==> src/rtl/mem_access_ctrl.sv <==
// MEM-stage load/store controller: word-aligned multi-cycle memory access,
// read-modify-write for sub-word stores, lane extraction and extension for loads.
module mem_access_ctrl #(
  parameter int MEM_LATENCY = 2
) (
  input  logic        clk_i,
  input  logic        rst_i,
  input  logic        req_valid_i,
  input  logic        req_write_i,
  input  logic [1:0]  req_size_i,
  input  logic        req_unsigned_i,
  input  logic [31:0] req_addr_i,
  input  logic [31:0] req_wdata_i,
  output logic        stall_o,
  output logic        resp_valid_o,
  output logic [31:0] resp_data_o,
  output logic        misalign_o,
  output logic [31:0] mem_addr_o,
  output logic [31:0] mem_wdata_o,
  output logic        mem_read_o,
  output logic        mem_write_o,
  input  logic [31:0] mem_data_i
);

  localparam int CW = (MEM_LATENCY > 1) ? $clog2(MEM_LATENCY) : 1;
  localparam logic [CW-1:0] CNT_INIT = CW'(MEM_LATENCY - 1);

  typedef enum logic [1:0] {IDLE, RD, WR, RESP} state_e;

  state_e        state_q, state_d;
  logic [CW-1:0] cnt_q, cnt_d;
  logic          wr_q, wr_d;
  logic [1:0]    size_q, size_d;
  logic          uns_q, uns_d;
  logic          fault_q, fault_d;
  logic [31:0]   addr_q, addr_d;
  logic [31:0]   word_q, word_d;

  logic          req_fault;
  logic [31:0]   merged;
  logic [7:0]    ld_b;
  logic [15:0]   ld_h;
  logic [31:0]   ld_data;

  assign req_fault = (req_size_i == 2'b11)
                   | ((req_size_i == 2'b01) & req_addr_i[0])
                   | ((req_size_i == 2'b10) & (req_addr_i[1:0] != 2'b00));

  // word_q holds the raw store data until the read phase overwrites it
  always_comb begin
    merged = mem_data_i;
    if (size_q == 2'b00)
      merged[{addr_q[1:0], 3'b000} +: 8] = word_q[7:0];
    else if (size_q == 2'b01)
      merged[{addr_q[1], 4'b0000} +: 16] = word_q[15:0];
  end

  always_comb begin
    ld_b = word_q[{addr_q[1:0], 3'b000} +: 8];
    ld_h = word_q[{addr_q[1], 4'b0000} +: 16];
    case (size_q)
      2'b00:   ld_data = uns_q ? {24'h0, ld_b} : {{24{ld_b[7]}}, ld_b};
      2'b01:   ld_data = uns_q ? {16'h0, ld_h} : {{16{ld_h[15]}}, ld_h};
      default: ld_data = word_q;
    endcase
  end

  always_comb begin
    state_d      = state_q;
    cnt_d        = cnt_q;
    wr_d         = wr_q;
    size_d       = size_q;
    uns_d        = uns_q;
    fault_d      = fault_q;
    addr_d       = addr_q;
    word_d       = word_q;
    stall_o      = 1'b0;
    resp_valid_o = 1'b0;
    resp_data_o  = 32'h0;
    misalign_o   = 1'b0;
    mem_addr_o   = 32'h0;
    mem_wdata_o  = 32'h0;
    mem_read_o   = 1'b0;
    mem_write_o  = 1'b0;
    unique case (state_q)
      IDLE: begin
        if (req_valid_i) begin
          stall_o = 1'b1;
          wr_d    = req_write_i;
          size_d  = req_size_i;
          uns_d   = req_unsigned_i;
          fault_d = req_fault;
          addr_d  = req_addr_i;
          word_d  = req_wdata_i;
          cnt_d   = CNT_INIT;
          if (req_fault)
            state_d = RESP;
          else if (req_write_i && req_size_i == 2'b10)
            state_d = WR;
          else
            state_d = RD;
        end
      end
      RD: begin
        stall_o    = 1'b1;
        mem_read_o = 1'b1;
        mem_addr_o = {addr_q[31:2], 2'b00};
        if (cnt_q == '0) begin
          word_d  = wr_q ? merged : mem_data_i;
          cnt_d   = CNT_INIT;
          state_d = wr_q ? WR : RESP;
        end else begin
          cnt_d = cnt_q - 1'b1;
        end
      end
      WR: begin
        stall_o     = 1'b1;
        mem_write_o = 1'b1;
        mem_addr_o  = {addr_q[31:2], 2'b00};
        mem_wdata_o = word_q;
        if (cnt_q == '0)
          state_d = RESP;
        else
          cnt_d = cnt_q - 1'b1;
      end
      RESP: begin
        resp_valid_o = 1'b1;
        misalign_o   = fault_q;
        resp_data_o  = (fault_q | wr_q) ? 32'h0 : ld_data;
        state_d      = IDLE;
      end
      default: state_d = IDLE;
    endcase
  end

  always_ff @(posedge clk_i) begin
    if (rst_i) begin
      state_q <= IDLE;
      cnt_q   <= '0;
      wr_q    <= 1'b0;
      size_q  <= 2'b00;
      uns_q   <= 1'b0;
      fault_q <= 1'b0;
      addr_q  <= 32'h0;
      word_q  <= 32'h0;
    end else begin
      state_q <= state_d;
      cnt_q   <= cnt_d;
      wr_q    <= wr_d;
      size_q  <= size_d;
      uns_q   <= uns_d;
      fault_q <= fault_d;
      addr_q  <= addr_d;
      word_q  <= word_d;
    end
  end

endmodule
==> config.mk <==
export PLATFORM = sky130hd
export DESIGN_NAME = mem_access_ctrl
export DESIGN_NICKNAME = d
export VERILOG_FILES = /design/src/rtl/mem_access_ctrl.sv
export SDC_FILE = /design/constraint.sdc
export NUM_CORES = 1
export LEC_CHECK = 0
export ABC_CLOCK_PERIOD_IN_PS = 6350
export CAP_MARGIN = 20
export CELL_PAD_IN_SITES_DETAIL_PLACEMENT = 1
export CELL_PAD_IN_SITES_GLOBAL_PLACEMENT = 2
export CORE_UTILIZATION = 25
export CTS_CLUSTER_SIZE = 10
export DETAILED_ROUTE_END_ITERATION = 10
export GPL_TIMING_DRIVEN = 0
export MAX_ROUTING_LAYER = met4
export PLACE_DENSITY = 0.89
export SYNTH_ARGS = -nofsm -noshare
export SYNTH_HDL_FRONTEND = slang
export SYNTH_SLANG_ARGS = --single-unit
==> constraint.sdc <==
create_clock -name clk_i -period 6.35 [get_ports clk_i]
set_input_delay 1.27 -clock clk_i [delete_from_list [all_inputs] [get_ports clk_i]]
set_output_delay 1.27 -clock clk_i [all_outputs]
set_load 0.01 [all_outputs]
* Word level (Yosys, flattened, before mapping) *
Cells that the tools add are included.

word-level totals
  flip-flop bits (word level) = 72
  output and inout bits = 101
  word-level logic and storage cells = 75

operators by class
  $add $sub $neg = 3
  equal/unequal tests = 10
  shifts and indexed selects = 6
  muxes and demuxes = 32
  bitwise operators = 5
  reductions and logical operators = 11

operators by type and width
  cell                       count
  $mux W32                   11
  $pmux W32 S2               2
  $bwmux W32                 2
  $shift A16 B7 Y32 const A  1
  $shift A8 B7 Y32 const A   1
  $shiftx A16 B7 Y32         1
  $shiftx A32 B6 Y16         1
  $shiftx A32 B6 Y8          1
  $shiftx A8 B7 Y32          1
  $neg A5 Y7                 2
  $mux W2                    5
  $mux W1                    9
  $eq A2 B2 Y1 const B       4
  $pmux W2 S4                1
  $eq A2 B1 Y1 const B       3
  $ne A2 B2 Y1 const B       3
  $reduce_and A3 Y1          2
  $logic_not A2 Y1           2
  $reduce_and A2 Y1          2
  $reduce_bool A2 Y1         2
  $or A1 B1 Y1               3
  $pmux W1 S3                1
  $reduce_bool A3 Y1         1
  $and A1 B1 Y1              2
  4 further kinds            4

* Longest topological paths before layout *
  depth in word-level cells = 8
  gate-level depth with buffers = 8
  depth with buffers taken out = 6

* Worst setup path before layout *
OpenSTA, ideal clock, no wires.

  path kind = input to output
  start = input port req_valid_i
  end = output port stall_o
  data arrival time = 1878 ps
  data required time = 5080 ps
  slack = 3202 ps
  cell stages on the path = 4
  buffers on the path = 1
  cell sequence = and2_1 > clkbuf_1 > nor2_1 > nor2_1

on the way
  cells in the longest elaborated chain, start to end = 2

ends and longest elaborated chain
  what             RTL line  text
  start, declared  8         input logic req_valid_i,
  $mux W1          87        if (req_valid_i) begin
  $pmux W1 S2      85        unique case (state_q)
  end, declared    14        output logic stall_o,

Every way passes these cells.

* Worst setup path in the final report *
Ends and elaborated chain as after synthesis.

==> run metrics <==
run status finished clean; antenna violations before repair 0; number of routed nets with antenna violations 0; WS Path Type primary input to primary output; Final WS setup a little over 2 ns; DP HPWL 16,200 um; area occupied by multi-input gates 3160 um2; YS warnings 0; Power Dens Cells about 350 nW/um2; Synth async-reset ratio 0; clk sinks 72; CP startpoint kind primary input; flops & latches, synth between 70 and 80; Die Ht between 100 and 150 um; FF+latch area about 1400 um2; Die W 142 um; max-slew violations 0; sequential share of power 0.291; Logic pwr share 0.525; placed cell count between 1,000 and 1,500; deepest clock path buffer count 2; RD Place Congestion between 0.8 and 0.9; Post-Synthesis Cell Area between 4000 and 5000 um2; clock latency on the worst-skew pair ~0.34 ns; DR vias/cell 5.02; switching pwr 0.00120 W; Worst Hold Path Cells 2; Clk pwr share 0.184; hold_sp addr_q[11]; pre-CTS WS 2.03 ns; Synth Area in Simple Gates 0.290; Syn Inst Count about 640; Worst setup EP type primary output; drt total wl around 21,000 um; final hold violation count 0; FILL cells 2,326; Hold Crit Endpoint addr_q[11]; DRC 0; CTS Buf Count 9; minimum clock period ~4.3 ns; Hold Buf Count CTS 0; Leak about 2.8 nW; Worst Tran Pin Value between 0.8 and 0.9 ns; post-CTS sizing 0; Post-synth EDFFs 0; drt pass-1 iters 4; Nets 969; largest family of logic cells by synthesized area simple AND/OR/NAND/NOR gates; CP Max Fanout 10; P_int roughly 0.0014 W; synth cell count leaders nand2_1, dfxtp_1, a21oi_1; r2r setup slk between 3 and 4 ns; vias in the first global route about 5,700; mux contribution to synthesized area 0.0626; Yosys top cell area share 0.295; Finished Layout Cells roughly 1,100; dominant cells by area after synthesis dfxtp_1, nand2_1, and2_1; Final period util 0.679; # rows 50; FF-to-FF End word_q[28]; Required @ worst endpoint slightly above 5 ns; VDD IR max between 0.15 and 0.2 mV; Slew headroom 0.413; maximum clock frequency about 0.23 GHz; Avg Cell Area, Syn roughly 7.6 um2; CTS tree yes; register area share after synthesis 0.295; gr usage total 0.217; maximum number of pins on one net before global-route repair 15; GRT overflow 0; Switching Fraction 0.455; Worst-path clk slew 0.06 ns; crit path DAT between 3 and 4 ns; Final Instance Area approximately 7500 um2; die area 20,100 um2; Main synth FF type dfxtp_1; Layout area overhead 53.5%; Synth Area in Adders 0.0256; global-route wire length before repair about 32,000 um; RSZ-0062 raised after global routing false; 1st-iter DRT viols approximately 250; R2R depth 7; setup TNS 0 ns; count of cell types in the netlist 56; routed len/inst between 15 and 20 um; vias between 5,000 and 6,000; # setup viols final 0; share of cells above drive strength 1 0.0767; R2R Path Start addr_q[1]; leading area contributor after synthesis dfxtp_1; Synth Area in Compound Gates 0.267; hold crit path type flip-flop to flip-flop; CTS Root Cell clkbuf_16; CTS H-tree depth 3; Port-buffer cells 200; Initial Util 0.258; Core ar. between 15,000 and 20,000 um2; MaxCap Viol Count 0; Post-CTS Setup Bufs 0; WHS roughly 0.45 ns; count leader, synth nand2_1; diode count 0; Post-Synth XOR/XNOR Area 0; I/O Pins just over 200; clock skew between 0.005 and 0.006 ns; Placed Area between 7000 and 8000 um2
area by class of cell:
| type | instances | share of cell area |
|---|---|---|
| Inverter | 12 | 0.00601 |
| Tap cell | 260 | 0.0434 |
| Timing Repair Buffer | 200 | 0.267 |
| Clock inverter | 7 | 0.00735 |
| Sequential cell | 72 | 0.192 |
| Buffer | 51 | 0.0317 |
| Multi-Input combinational cell | 510 | 0.422 |
| Clock buffer | 9 | 0.0301 |
worst max-delay path, stage by stage:
cell             delay, ns
clkdlybuf4s50_1       0.48
and2_1                0.14
clkbuf_1              0.43
nor2_1                0.08
nor2_1                0.10
clkdlybuf4s50_1       0.54
cell families after synthesis:
family	after synthesis
simple gates	288
compound gates	190
flops	72
buf+inv	63
mux	20
fa+ha+maj	10
other cells	1
metrics by stage:
stage | util | power, W
3_3_place_gp | 0.382 | 0.00214
6_report | 0.396 | 0.00263
5_1_grt | 0.396 | 0.00283
2_1_floorplan | - | 0.00154
4_1_cts | 0.396 | 0.00267
3_5_place_dp | 0.382 | 0.00216
sequential cells by signal, summed over array words and instances, names as in the netlist:
register  cells
size_q        2
wr_q          1
word_q       32
cnt_q         1
state_q       2
addr_q       32
fault_q       1
uns_q         1
worst max path at each step:
stage | startpoint | slack [ns] | depth (start not counted) | endpoint
2_1_floorplan | req_valid_i | 3.20 | 4 | stall_o
3_3_place_gp | req_valid_i | 2.03 | 6 | stall_o
3_5_place_dp | req_valid_i | 2.03 | 6 | stall_o
4_1_cts | req_valid_i | 2.02 | 6 | stall_o
5_1_grt | req_valid_i | 1.86 | 6 | stall_o
6_report | req_valid_i | 2.04 | 6 | stall_o
layer usage:
metal	track usage	share of wire	up-vias
met2	0.359	0.47	203
met4	0.0640	0.023	0
met3	0.0489	0.068	25
li1	-	-	2711
met1	0.263	0.44	2684
met5	-	0	-
power by group through the flow:
stage | sequential, W | combinational (W) | clock (W)
2_1_floorplan | 0.000670 | 0.000871 | 0
3_3_place_gp | 0.000768 | 0.00137 | 0
3_5_place_dp | 0.000773 | 0.00139 | 0
4_1_cts | 0.000762 | 0.00140 | 0.000501
5_1_grt | 0.000778 | 0.00153 | 0.000522
6_report | 0.000765 | 0.00138 | 0.000485
cells in the final DEF, fill, tap and decap left out, types with 7 or more instances in the layout:
master and instances:
a311o_1 9, nor2_1 37, nand2_1 127, a311oi_1 24, inv_1 11, buf_2 9
nor2b_1 13, a211oi_1 10, mux2_2 11, buf_4 7, clkbuf_16 9, a21oi_1 67
a221oi_1 17, clkbuf_1 29, o21ai_0 22, dfxtp_1 72, and3_1 8, and2_1 66
clkdlybuf4s50_1 200, nand3_1 16, a21o_1 13, ha_1 10
(Power assumes the default switching activity.)
